**src/rtl/video_frame_monitor.sv**
```systemverilog
// video_frame_monitor
// Passive tap on a pixel bus. It learns the sync polarity from the first
// data-enable edges, measures frame geometry and line period, flags changes
// in geometry and produces a per-channel checksum for every frame. It stops,
// or pulses, after FRAME_MAX frames.
//
// Ports:
//   opclk, oprst      pixel clock, async active-high reset
//   enable, clear     start monitoring / synchronous clear (same as reset)
//   in_vsync/hsync/de/data   tapped video bus (any sync polarity)
//   locked, vs_act    polarity detected / detected active vsync level
//   frame_cnt         completed frames
//   frame_width/height, htotal   last frame geometry and line period
//   csum, csum_valid  per-channel sums of the last frame, update strobe
//   geom_err, done    sticky geometry mismatch / frame limit reached
module video_frame_monitor #(
    parameter int unsigned DSIZE      = 8,
    parameter int unsigned NUM_D      = 3,
    parameter int unsigned FRAME_MAX  = 20,
    parameter int unsigned LOCK_EDGES = 3,
    parameter int unsigned HW         = 12,
    parameter int unsigned VW         = 12,
    parameter int unsigned CSUM_W     = 32,
    parameter              STOP_MODE  = "ONCE"
) (
    input  logic                      opclk,
    input  logic                      oprst,
    input  logic                      enable,
    input  logic                      clear,
    input  logic                      in_vsync,
    input  logic                      in_hsync,
    input  logic                      in_de,
    input  logic [NUM_D*DSIZE-1:0]    in_data,
    output logic                      locked,
    output logic                      vs_act,
    output logic [15:0]               frame_cnt,
    output logic [HW-1:0]             frame_width,
    output logic [VW-1:0]             frame_height,
    output logic [HW-1:0]             htotal,
    output logic [NUM_D*CSUM_W-1:0]   csum,
    output logic                      csum_valid,
    output logic                      geom_err,
    output logic                      done
);

    localparam bit          WRAP_MODE = (STOP_MODE == "WRAP");
    localparam int unsigned EDGE_W    = $clog2(LOCK_EDGES + 1);
    localparam int unsigned MOD_W     = (FRAME_MAX > 1) ? $clog2(FRAME_MAX) : 1;

    typedef enum logic [2:0] {IDLE, DETECT, WAIT_FRAME, ACTIVE, DONE} state_t;

    state_t state, state_next;

    logic                     enable_r, vsync_r, hsync_r, de_r;
    logic                     vsync_d, hsync_d, de_d;
    logic [NUM_D*DSIZE-1:0]   data_r;
    logic [EDGE_W-1:0]        edge_cnt;
    logic                     hs_act;
    logic [HW-1:0]            pix_cnt, line_w, h_cnt;
    logic [VW-1:0]            line_cnt;
    logic [NUM_D*CSUM_W-1:0]  acc;
    logic [MOD_W-1:0]         mod_cnt;

    logic                     de_rise, de_fall, frame_start, frame_end, hs_lead;
    logic                     line_done, line_bad, limit_hit;
    logic [HW-1:0]            pix_now, width_now;
    logic [VW-1:0]            lines_now;
    logic [NUM_D*CSUM_W-1:0]  acc_now;
    logic                     do_lock, do_start, do_end;

    // Edge events on the registered bus
    assign de_rise     = de_r & ~de_d;
    assign de_fall     = ~de_r & de_d;
    assign frame_start = (vsync_d == vs_act) && (vsync_r != vs_act);
    assign frame_end   = (vsync_r == vs_act) && (vsync_d != vs_act);
    assign hs_lead     = (hsync_r == hs_act) && (hsync_d != hs_act);

    // A line closes on de falling, or on frame end while de is still high
    assign pix_now   = (de_r && pix_cnt != '1) ? pix_cnt + HW'(1) : pix_cnt;
    assign line_done = de_fall | (frame_end & de_r);
    assign lines_now = (line_done && line_cnt != '1) ? line_cnt + VW'(1) : line_cnt;
    assign width_now = (line_done && line_cnt == '0) ? pix_now : line_w;
    assign line_bad  = line_done && (line_cnt != '0) && (pix_now != line_w);
    assign limit_hit = (mod_cnt == MOD_W'(FRAME_MAX - 1));

    // Per-channel checksum including the current pixel
    always_comb begin
        acc_now = acc;
        if (de_r) begin
            for (int k = 0; k < int'(NUM_D); k++) begin
                acc_now[k*CSUM_W +: CSUM_W] = acc[k*CSUM_W +: CSUM_W]
                                            + CSUM_W'(data_r[k*DSIZE +: DSIZE]);
            end
        end
    end

    // State register
    always_ff @(posedge opclk or posedge oprst) begin
        if (oprst) begin
            state <= IDLE;
        end else if (clear) begin
            state <= IDLE;
        end else begin
            state <= state_next;
        end
    end

    // Next-state and control strobes
    always_comb begin
        state_next = state;
        do_lock    = 1'b0;
        do_start   = 1'b0;
        do_end     = 1'b0;
        case (state)
            IDLE: begin
                if (enable_r) state_next = DETECT;
            end
            DETECT: begin
                if (!enable_r) begin
                    state_next = IDLE;
                end else if (de_rise && edge_cnt == EDGE_W'(LOCK_EDGES - 1)) begin
                    do_lock    = 1'b1;
                    state_next = WAIT_FRAME;
                end
            end
            WAIT_FRAME: begin
                if (!enable_r) begin
                    state_next = IDLE;
                end else if (frame_start) begin
                    do_start   = 1'b1;
                    state_next = ACTIVE;
                end
            end
            ACTIVE: begin
                // enable is only looked at once the frame has completed
                if (frame_end) begin
                    do_end = 1'b1;
                    if (limit_hit && !WRAP_MODE) state_next = DONE;
                    else if (enable_r)           state_next = WAIT_FRAME;
                    else                         state_next = IDLE;
                end
            end
            DONE:    state_next = DONE;
            default: state_next = IDLE;
        endcase
    end

    // Input registers, measurement datapath and result outputs
    always_ff @(posedge opclk or posedge oprst) begin
        if (oprst) begin
            {enable_r, vsync_r, hsync_r, de_r, vsync_d, hsync_d, de_d} <= '0;
            data_r <= '0; edge_cnt <= '0; hs_act <= 1'b0;
            pix_cnt <= '0; line_w <= '0; h_cnt <= '0; line_cnt <= '0;
            acc <= '0; mod_cnt <= '0;
            locked <= 1'b0; vs_act <= 1'b0; frame_cnt <= '0;
            frame_width <= '0; frame_height <= '0; htotal <= '0;
            csum <= '0; csum_valid <= 1'b0; geom_err <= 1'b0; done <= 1'b0;
        end else if (clear) begin
            {enable_r, vsync_r, hsync_r, de_r, vsync_d, hsync_d, de_d} <= '0;
            data_r <= '0; edge_cnt <= '0; hs_act <= 1'b0;
            pix_cnt <= '0; line_w <= '0; h_cnt <= '0; line_cnt <= '0;
            acc <= '0; mod_cnt <= '0;
            locked <= 1'b0; vs_act <= 1'b0; frame_cnt <= '0;
            frame_width <= '0; frame_height <= '0; htotal <= '0;
            csum <= '0; csum_valid <= 1'b0; geom_err <= 1'b0; done <= 1'b0;
        end else begin
            enable_r <= enable;
            vsync_r  <= in_vsync;
            hsync_r  <= in_hsync;
            de_r     <= in_de;
            data_r   <= in_data;
            vsync_d  <= vsync_r;
            hsync_d  <= hsync_r;
            de_d     <= de_r;

            csum_valid <= 1'b0;
            if (WRAP_MODE) done <= 1'b0;

            if (state == IDLE) edge_cnt <= '0;
            else if (state == DETECT && de_rise) edge_cnt <= edge_cnt + EDGE_W'(1);

            // Sync is inactive during active video, so its active level is the inverse
            if (do_lock) begin
                vs_act <= ~vsync_r;
                hs_act <= ~hsync_r;
                locked <= 1'b1;
            end

            // Line period: cycles between hsync leading edges, saturating
            if (locked && state != DONE) begin
                if (hs_lead) begin
                    htotal <= h_cnt;
                    h_cnt  <= HW'(1);
                end else if (h_cnt != '1) begin
                    h_cnt <= h_cnt + HW'(1);
                end
            end

            if (do_start) begin
                pix_cnt  <= '0;
                line_cnt <= '0;
                line_w   <= '0;
                acc      <= '0;
            end else if (state == ACTIVE) begin
                pix_cnt  <= line_done ? '0 : pix_now;
                line_cnt <= lines_now;
                line_w   <= width_now;
                acc      <= acc_now;
                if (line_bad) geom_err <= 1'b1;
                if (do_end) begin
                    frame_width  <= width_now;
                    frame_height <= lines_now;
                    csum         <= acc_now;
                    csum_valid   <= 1'b1;
                    frame_cnt    <= frame_cnt + 16'd1;
                    if (frame_cnt != '0 && lines_now != frame_height) geom_err <= 1'b1;
                    mod_cnt <= limit_hit ? '0 : mod_cnt + MOD_W'(1);
                    if (limit_hit) done <= 1'b1;
                end
            end
        end
    end

endmodule

```
**config.mk**
```make
export PLATFORM = sky130hd
export DESIGN_NAME = video_frame_monitor
export DESIGN_NICKNAME = d
export VERILOG_FILES = /design/src/rtl/video_frame_monitor.sv
export SDC_FILE = /design/constraint.sdc
export NUM_CORES = 1
export LEC_CHECK = 0
export ABC_AREA = 1
export ABC_CLOCK_PERIOD_IN_PS = 10600
export CORE_MARGIN = 2
export CORE_UTILIZATION = 52
export DETAILED_ROUTE_END_ITERATION = 16
export MAX_ROUTING_LAYER = met4
export PLACE_DENSITY = 0.74
export REMOVE_ABC_BUFFERS = 1
export SETUP_SLACK_MARGIN = 0.5
export SYNTH_ARGS = -nofsm -noshare
export SYNTH_HDL_FRONTEND = slang
export SYNTH_SLANG_ARGS = --single-unit
```
**constraint.sdc**
```tcl
create_clock -name opclk -period 10.6 [get_ports opclk]
set_input_delay 2.12 -clock opclk [delete_from_list [all_inputs] [get_ports opclk]]
set_output_delay 2.12 -clock opclk [all_outputs]
set_load 0.02 [all_outputs]
```
==> flow_metrics.py, run 1 <==
metrics = {
    "logic_synthesis": {
        "synth.distinct_cells": 61,
        "syn_avg_cell_area_um2": 7.735,
        "synth_edf_count": 0,
        "synthCells": 2332,
        "synthTopCellsByArea": "dfrtp_1 47%, nand2_1 13%, nand3_1 5.2%",
        "yosys.area.top_type_share": 0.4703,
        "synthArstFlopShare": 1.000,
        "synthesis.area_um2": 18040,
        "ys_seq_area_frac": 0.4703,
        "yosysTopAreaCell": "dfrtp_1",
        "yosys_warnings": 0,
        "yosys_register_bits": 339,
        "synth_ff_type": "dfrtp_1",
    },
    "setup_path": {
        "critPathKind": "in2reg",
        "crit_path_start_kind": "input pin",
        "reg2regPathDepth": 12,
        "crit_slowest_cell": "buf_4",
        "r2r_start": "vs_act",
        "path_cells": "buf_4 -> inv_2 -> nand2_2 -> inv_4 -> buf_4 -> nor2_1 -> nor2_1 -> nor2_1",
        "path_delay_family": "buffers and inverters",
        "reg2reg_to": "done",
        "critPathMaxStageDelay_ns": 0.91,
        "path_buf_inv": 4,
        "r2r_slack_ns": 6.36,
        "crit_top_cell": "nor2_1",
        "worstPathMaxFanout": 109,
        "critPathArrivalTime_ns": 5.19,
        "cp.depth": 8,
        "crit_required_ns": 10.97,
        "cp-end-kind": "register",
    },
    "global_routing": {
        "first_global_vias": 15740,
        "grt_usage": 0.2844,
        "grt_max_degree": 131,
        "grt_pass1_wl_mm": 80.60,
        "grt-ovfl-total": 0,
        "antenna_found_initial": 0,
    },
    "floorplanning": {
        "dieHeight_um": 190.3,
        "dieWidth_um": 190.3,
        "pin_count": 184,
        "core_um2": 34370,
        "die_area_um2": 36200,
        "initial_core_util": 0.5248,
        "fp-row-count": 68,
    },
    "layout": {
        "syn2layout_area_growth_pct": 18.42,
        "antenna_cells": 0,
        "final_cell_mix": "634 x nand2_1, 338 x dfrtp_1, 251 x inv_1",
        "fin_nets": 2542,
        "drive_gt1_frac": 0.05280,
        "layout_commonest_cell": "nand2_1",
    },
    "route": {
        "routed_via_density": 5.617,
        "drt_wl_total_mm": 49.85,
        "drtPass1Iterations": 5,
        "drcViolationCount": 0,
        "ant_nets": 0,
        "drt_iter0_markers": 1320,
        "wire_per_inst_um": 16.87,
        "num_vias": 16600,
    },
    "worst_hold_path": {
        "min_from": "vsync_r",
        "holdCritPathClass": "reg2reg",
        "min_to": "vs_act",
        "whs_path_depth": 1,
    },
    "sta": {
        "finalHoldViolCount": 0,
        "setup_viol": 0,
        "tightest_slew_ns": 1.214,
        "rsz0062_at_grt": "no",
        "maxSlewViolCount": 0,
        "fin_crit_sh": 0.4545,
        "period_minus_slack_ns": 4.818,
        "timing.fmax_mhz": 207.6,
        "hold_slack_ns": 0.4779,
        "max-slew-margin-rel": 0.1879,
        "worst_slack_ns": 5.782,
        "skew_ns": 0.01528,
    },
    "power_and_ir_drop": {
        "p_seq_frac": 0.464,
        "ir_drop_mv": 0.09957,
        "p_sw_frac": 0.2585,
        "p_comb_frac": 0.101,
        "leakage_nw": 9.613,
        "powerDensity_nw_per_um2": 138.0,
        "internal-power_w": 0.002185,
        "p_sw_w": 0.0007618,
        "clockPowerShare": 0.435,
    },
    "job": {
        "cap_violations": 0,
    },
    "clock_tree": {
        "root_buffer": "clkbuf_16",
        "cts_tree": "done",
        "cts_buffers": 38,
        "cts_setup_buffers": 0,
        "clk_pin_slew_ns": 0.06,
        "cts.sinks": 339,
        "htreeDepth": 2,
        "cts_resized": 0,
        "clock_path_buffers": 3,
        "ctsHoldBuffers": 0,
        "clk-insertion-delay-late_ns": 0.53,
    },
    "placement": {
        "dp_hpwl_mm": 33.06,
        "portBuffers": 183,
        "pre_cts_ws_ns": 5.284,
        "gp_congestion": 0.9294,
    },
    "status": {
        "status": "complete, no violations",
    },
}
[worst register-to-register path, stage by stage, from the launching register on]
cell and delay, ns:
dfrtp_1 0.42, inv_2 0.05, nand2_1 0.05, nand2_1 0.07, nand2_1 0.21, nor2_4 0.13, inv_2 0.28, nand2_2 0.75
inv_4 0.83, buf_4 0.91, nor2_1 0.18, nor2_1 0.15, nor2_1 0.05
[worst max-delay path by stage]
stage	from	end
2_1_floorplan	oprst	acc[0]
3_3_place_gp	clear	done
3_5_place_dp	clear	csum[83]
4_1_cts	clear	done
5_1_grt	clear	mod_cnt[3]
6_report	clear	done
[metrics by stage]
step	util	setup TNS (ns)	total power [W]	area [um2]	std cells
floorplan	-	-310.17	0.001565	17640	2240
detailed placement	0.5864	0	0.001686	20160	2891
global placement	0.5864	0	0.001678	20160	2891
global route	0.6215	0	0.003056	21360	2955
finish	0.6215	0	0.002947	21360	2955
CTS	0.6215	0	0.002967	21360	2955
[registers in the layout, indices dropped and copies added (netlist names), 3 cells and up]
signal,flops
line_w,12
pix_cnt,12
acc,96
h_cnt,12
frame_cnt,16
mod_cnt,5
frame_width,12
line_cnt,12
data_r,24
frame_height,12
csum,96
htotal,12
state,3
[power by group through the flow]
stage,registers (W),clock network (W),logic [W]
final,0.00137,0.00128,0.000297
after global routing,0.00137,0.00135,0.000333
after CTS,0.00137,0.00130,0.000299
after detailed placement,0.00139,0,0.000297
after global placement,0.00139,0,0.000290
after floorplan,0.00140,0,0.000166
[area by class of cell]
cell class | instances | area, um2
timing repair buffer | 196 | 1927
sequential | 339 | 8484
inverter | 273 | 1036
clock inverter | 8 | 42.54
tap | 455 | 569.3
fill | 3006 | 13010
multi-input combinational | 1628 | 8140
clock buffer | 56 | 1162
[Yosys cell counts, drive strengths merged, types with 4 or more instances]
cell type / number
dfrtp: 339
ha: 32
o211ai: 20
nor2: 176
o2111ai: 10
and3: 4
o22ai: 71
nor4: 19
nor3: 33
o31ai: 12
clkbuf: 50
o21ai: 221
inv: 270
buf: 42
nand2: 647
o21bai: 8
nand4: 37
xor2: 37
or2: 4
a21oi: 60
a211oi: 8
nand3: 193
[layer usage]
metal  share of wire  track usage  up-vias
li1                -            -     8020
met1            0.44       0.3843     7870
met2            0.47       0.4521      608
met3           0.068      0.03589       99
met4           0.027      0.08527        0
met5               0            -        -
[cells by family (layout without fill, tap and decap cells)]
kind of cell    after synthesis  in the layout  share of synthesized area
flops                       339            339                     0.4703
xor+xnor                     40             40                    0.02018
fa+ha+maj                    35             35                    0.02553
buf+inv                     365            533                    0.07900
compound gates              433            433                     0.1386
simple gates               1120           1120                     0.2664
No activity file was read; power rests on OpenSTA's default activity.
==> run 2: changes to the inputs <==
ABC_CLOCK_PERIOD_IN_PS = 5000   (was 10600)
CORE_UTILIZATION = 58   (was 52)
PLACE_DENSITY = 0.78   (was 0.74)
clock period = 5 ns   (was 10.6 ns; I/O delays follow)
==> run 2 against run 1 <==
Effect of this change:
- worst setup slack lost 3.9 ns
- clock skew grew 0.0082 ns
- sequential share of layout area shrank 0.070 points
- clock power grew 120%
==> flow_metrics.py, run 2 (same netlist as run 1, synthesis figures left out) <==
metrics = {
    "power_and_ir_drop": {
        "finalPower_w": 0.006323,
        "p_sw_w": 0.001606,
        "internal-power_w": 0.004717,
        "p_seq_frac": 0.457,
        "ir_drop_mv": 0.2688,
        "powerDensity_nw_per_um2": 295.5,
        "leakage_nw": 9.665,
        "p_comb_frac": 0.103,
        "p_sw_frac": 0.2539,
        "clockPowerShare": 0.441,
    },
    "setup_path": {
        "crit_required_ns": 5.44,
        "critPathKind": "in2reg",
        "cp-end-kind": "register",
        "critPathArrivalTime_ns": 3.59,
        "crit_path_start": "clear",
        "crit_path_start_kind": "input pin",
        "crit_end": "acc[47]",
        "reg2reg_to": "acc[47]",
        "worstPathMaxFanout": 40,
        "r2r_slack_ns": 2.05,
        "r2r_start": "state[1]",
        "reg2regPathDepth": 11,
    },
    "layout": {
        "final_area_um2": 21400,
        "antenna_cells": 0,
        "final_cell_mix": "634 x nand2_1, 338 x dfrtp_1, 251 x inv_1",
        "drive_gt1_frac": 0.05463,
        "multiInputGateArea_um2": 8140,
        "layout_commonest_cell": "nand2_1",
        "fill_cells": 2524,
        "fin_nets": 2548,
        "regArea_um2": 8484,
        "syn2layout_area_growth_pct": 18.63,
        "top_regs": "acc x96, csum x96, data_r x24",
    },
    "route": {
        "drt_iter0_markers": 1324,
        "drcViolationCount": 0,
        "routed_via_density": 5.767,
        "ant_nets": 0,
        "num_vias": 16750,
        "drt_wl_total_mm": 49.83,
        "wire_per_inst_um": 17.16,
        "drtPass1Iterations": 7,
    },
    "global_routing": {
        "antenna_found_initial": 0,
        "grt_pass1_wl_mm": 82.46,
        "first_global_vias": 16500,
        "grt-ovfl-total": 0,
        "grt_max_degree": 112,
        "grt_usage": 0.3168,
    },
    "clock_tree": {
        "cts_resized": 0,
        "clk_pin_slew_ns": 0.06,
        "clk-insertion-delay-late_ns": 0.53,
        "ctsHoldBuffers": 0,
        "cts_buffers": 37,
        "cts.sinks": 339,
        "cts_tree": "done",
        "root_buffer": "clkbuf_16",
        "cts_setup_buffers": 0,
        "htreeDepth": 2,
        "clock_path_buffers": 3,
    },
    "floorplanning": {
        "dieWidth_um": 180.4,
        "fp-row-count": 64,
        "initial_core_util": 0.5897,
        "dieHeight_um": 180.4,
        "pin_count": 184,
        "die_area_um2": 32530,
        "core_um2": 30590,
    },
    "sta": {
        "worst_slack_ns": 1.850,
        "maxSlewViolCount": 0,
        "finalHoldViolCount": 0,
        "setup_viol": 0,
        "tightest_slew_ns": 1.067,
        "fin_crit_sh": 0.6300,
        "skew_ns": 0.02344,
        "period_minus_slack_ns": 3.150,
        "max-slew-margin-rel": 0.2885,
        "hold_slack_ns": 0.4703,
        "timing.fmax_mhz": 317.5,
        "rsz0062_at_grt": "no",
    },
    "placement": {
        "pre_cts_ws_ns": 1.318,
        "place_area_um2": 20170,
        "portBuffers": 183,
        "dp_hpwl_mm": 33.60,
        "gp_congestion": 0.9488,
    },
    "job": {
        "cap_violations": 0,
    },
    "status": {
        "status": "complete, no violations",
    },
    "worst_hold_path": {
        "holdCritPathClass": "reg2reg",
    },
}
run 2: cell count changes in the layout (fill, tap and decap cells not counted), moves of 3 or more:
cell	previous run	this run
clkbuf_1	7	10
clkinv_2	8	5
buf_4	14	18
inv_6	0	3
clkbuf_16	41	37
buf_12	0	3
bufinv_16	0	4
run 2: worst min path at each step:
stage | startpoint | endpoint | slack, ns | depth (start not counted)
after CTS | htotal[11] | htotal[11] | 0.47 | 2
final | htotal[11] | htotal[11] | 0.47 | 2
after floorplan | h_cnt[11] | h_cnt[11] | 0.45 | 2
after global placement | htotal[11] | htotal[11] | 0.45 | 2
after detailed placement | htotal[11] | htotal[11] | 0.46 | 2
after global routing | csum[63] | csum[63] | 0.51 | 2
run 2: stage by stage:
step | util | TNS (ns) | instances
final | 0.6996 | 0 | 2904
after global routing | 0.6996 | 0 | 2904
after CTS | 0.6996 | 0 | 2904
after detailed placement | 0.6595 | 0 | 2839
after global placement | 0.6595 | 0 | 2839
after floorplan | - | -1828.89 | 2240
run 2: worst max-delay path, stage by stage:
cell and delay [ns]:
buf_4 0.41, nor2_1 0.15, nor2_2 0.12, buf_4 0.35, clkinv_1 0.80, buf_4 0.52, o21ai_0 0.21
run 2: area by class of cell:
type                    instances  share of cell area
clock buffers                  54             0.04952
inverters                     273             0.04841
flip-flops and latches        339              0.3965
well taps                     396             0.02315
repair buffers                203             0.09425
clock inverters                11            0.007776
multi-input cells            1628              0.3804
run 2: per-layer routing:
metal / up-vias / GRT usage / part of all wire
met5: - / - / 0
met4: 0 / 0.1113 / 0.033
met3: 122 / 0.04264 / 0.064
met2: 620 / 0.5069 / 0.47
met1: 7952 / 0.4177 / 0.44
li1: 8053 / - / -
run 2: power by group through the flow:
stage / combinational, W / clock (W) / sequential (W)
global placement: 0.000628 / 0 / 0.00293
CTS: 0.000650 / 0.00282 / 0.00289
finish: 0.000648 / 0.00279 / 0.00289
floorplan: 0.000351 / 0 / 0.00297
global route: 0.000722 / 0.00293 / 0.00290
detailed placement: 0.000647 / 0 / 0.00293
==> run 3: changes to the inputs <==
ABC_CLOCK_PERIOD_IN_PS = 2710   (was 5000)
CORE_UTILIZATION = 52   (was 58)
PLACE_DENSITY = 0.74   (was 0.78)
clock period = 2.71 ns   (was 5 ns; I/O delays follow)
==> run 3 against run 2 <==
Effect of this change:
- largest cell class is now multi-input combinational cells
- wire length increased by 8.7%
- non-clock buffer count increased by 59
- global-route usage decreased by 1.7 points
- combinational power increased by 120%
- register-to-register slack got worse by 1.7 ns
- critical path type is now reg2reg
- core utilization decreased by 2.8 points
==> flow_metrics.py, run 3 (same netlist as run 1, synthesis figures left out) <==
metrics = {
    "job": {
        "cap_violations": 0,
    },
    "sta": {
        "period_minus_slack_ns": 2.332,
        "maxSlewViolCount": 0,
        "max-slew-margin-rel": 0.5676,
        "finalHoldViolCount": 0,
        "setup_viol": 0,
        "fin_crit_sh": 0.8605,
        "timing.fmax_mhz": 428.8,
        "skew_ns": 0.01562,
        "hold_slack_ns": 0.4263,
        "tightest_slew_ns": 0.6486,
        "rsz0062_at_grt": "yes",
    },
    "clock_tree": {
        "cts.sinks": 339,
        "cts_tree": "done",
        "clk-insertion-delay-late_ns": 0.53,
        "htreeDepth": 2,
        "root_buffer": "clkbuf_16",
        "clk_pin_slew_ns": 0.06,
        "cts_buffers": 37,
        "clock_path_buffers": 3,
    },
    "route": {
        "num_vias": 17200,
        "drtPass1Iterations": 6,
        "drt_iter0_markers": 1331,
        "ant_nets": 0,
        "drt_wl_total_mm": 54.18,
        "routed_via_density": 5.685,
        "drcViolationCount": 0,
        "wire_per_inst_um": 17.91,
    },
    "layout": {
        "final_core_utilization": 0.6712,
        "regArea_um2": 8488,
        "multiInputGateArea_um2": 9087,
        "syn2layout_area_growth_pct": 27.89,
        "final_area_um2": 23070,
        "fill_cells": 2804,
        "antenna_cells": 0,
        "final_cell_mix": "608 x nand2_1, 337 x dfrtp_1, 244 x inv_1",
        "top_regs": "acc x96, csum x96, data_r x24",
        "drive_gt1_frac": 0.1408,
        "layout_commonest_cell": "nand2_1",
        "fin_nets": 2609,
    },
    "global_routing": {
        "grt_util_met3": 0.03993,
        "grt_use_met2": 0.4707,
        "antenna_found_initial": 0,
        "grt-ovfl-total": 0,
        "grt_max_degree": 64,
        "use_met1": 0.3969,
        "grt_pass1_wl_mm": 84.83,
        "grt_usage": 0.2994,
        "first_global_vias": 16810,
        "busiest_layer": "met2",
    },
    "floorplanning": {
        "initial_core_util": 0.5248,
        "dieHeight_um": 190.3,
        "fp-row-count": 68,
        "dieWidth_um": 190.3,
        "core_um2": 34370,
        "die_area_um2": 36200,
        "pin_count": 184,
    },
    "setup_path": {
        "critPathMaxStageDelay_ns": 0.36,
        "crit_required_ns": 3.16,
        "reg2regPathDepth": 14,
        "crit_end": "acc[42]",
        "crit_path_start": "acc[32]",
        "critPathArrivalTime_ns": 2.78,
        "r2r_slack_ns": 0.38,
        "crit_slowest_cell": "fa_2",
        "cp-end-kind": "register",
        "crit_path_start_kind": "register",
        "r2r_start": "acc[32]",
        "worstPathMaxFanout": 4,
        "reg2reg_to": "acc[42]",
        "critPathKind": "reg2reg",
        "path_cells": "ha_2 -> inv_2 -> fa_2 -> inv_2 -> nand3_2 -> nand2_4 -> a21boi_2 -> o21ai_2 -> buf_4 -> buf_6 -> nand2_1 -> o21ai_1 -> o311ai_2 -> o22ai_1",
        "crit_top_cell": "inv_2",
    },
    "power_and_ir_drop": {
        "finalPower_w": 0.01196,
        "leakage_nw": 10.26,
        "powerDensity_nw_per_um2": 518.4,
        "ir_drop_mv": 0.3902,
    },
    "placement": {
        "portBuffers": 183,
        "place_area_um2": 20450,
        "dp_hpwl_mm": 34.70,
        "gp_congestion": 0.9280,
    },
    "status": {
        "status": "complete, no violations",
    },
    "worst_hold_path": {
        "holdCritPathClass": "in2reg",
    },
}
[run 3: changes by cell type in the layout (fill, tap and decap cells not counted), sizes merged]
cell,change
buf,+58
nand3,+1
bufbuf,+1
dlymetal6s2s,+3
bufinv,-1
clkinvlp,+3
clkdlybuf4s50,-4
dlygate4sd2,+1
clkinv,+2
inv,-1
[run 3: metrics by stage]
| stage | setup TNS (ns) | setup slack (ns) | std cells |
|---|---|---|---|
| CTS | 0 | 0.4200 | 2996 |
| floorplan | -2629.27 | -7.227 | 2240 |
| global route | 0 | 0.2472 | 3026 |
| global placement | 0 | 0.3081 | 2914 |
| finish | 0 | 0.3780 | 3026 |
| detailed placement | 0 | 0.1869 | 2914 |
[run 3: timing repair]
item	in CTS	in global routing
hold endpoints to repair	0	0
hold buffers	0	0
buffers inserted	14	28
setup endpoints to repair	102	212
pin swaps	21	58
gates cloned	1	2
gates resized for setup	74	189
[run 3: final cells by class]
cell class | count | share of cell area
clock inverter | 13 | 0.006725
inverter | 273 | 0.04572
clock buffer | 54 | 0.04735
timing repair inverter | 1 | 0.0002712
multi-input combinational | 1629 | 0.3939
tap | 455 | 0.02468
sequential | 339 | 0.3679
timing repair buffer | 262 | 0.1134
[run 3: layer usage]
metal	up-vias	wire (um)
li1	8173	-
met1	8183	23380
met2	691	25290
met3	155	3612
met4	0	1908
met5	-	0
[run 3: worst max-delay path: cells and delay by family (launching register included)]
kind                     cells  cell delay [ns]
AO/OA/AOI/OAI                5             0.71
adder cells (fa/ha/maj)      2             0.55
flip-flops                   1             0.35
buffers and inverters        4             0.35
AND/OR/NAND/NOR              3             0.28
[run 3: how the worst min path moves through the flow]
stage	startpoint	to	slack, ns	cells past startpoint
2_1_floorplan	h_cnt[11]	h_cnt[11]	0.45	2
5_1_grt	clear	state[0]	0.42	2
3_5_place_dp	csum[51]	csum[51]	0.46	2
6_report	clear	state[0]	0.43	2
3_3_place_gp	h_cnt[11]	h_cnt[11]	0.46	2
4_1_cts	clear	state[0]	0.39	2
[run 3: report_power, final]
| group | switching, W | internal (W) | leakage [nW] | total [W] |
|---|---|---|---|---|
| combinational | 0.000892 | 0.000514 | 5.00 | 0.00141 |
| clock | 0.00211 | 0.00310 | 0.605 | 0.00520 |
| sequential | 0.000139 | 0.00521 | 4.65 | 0.00535 |
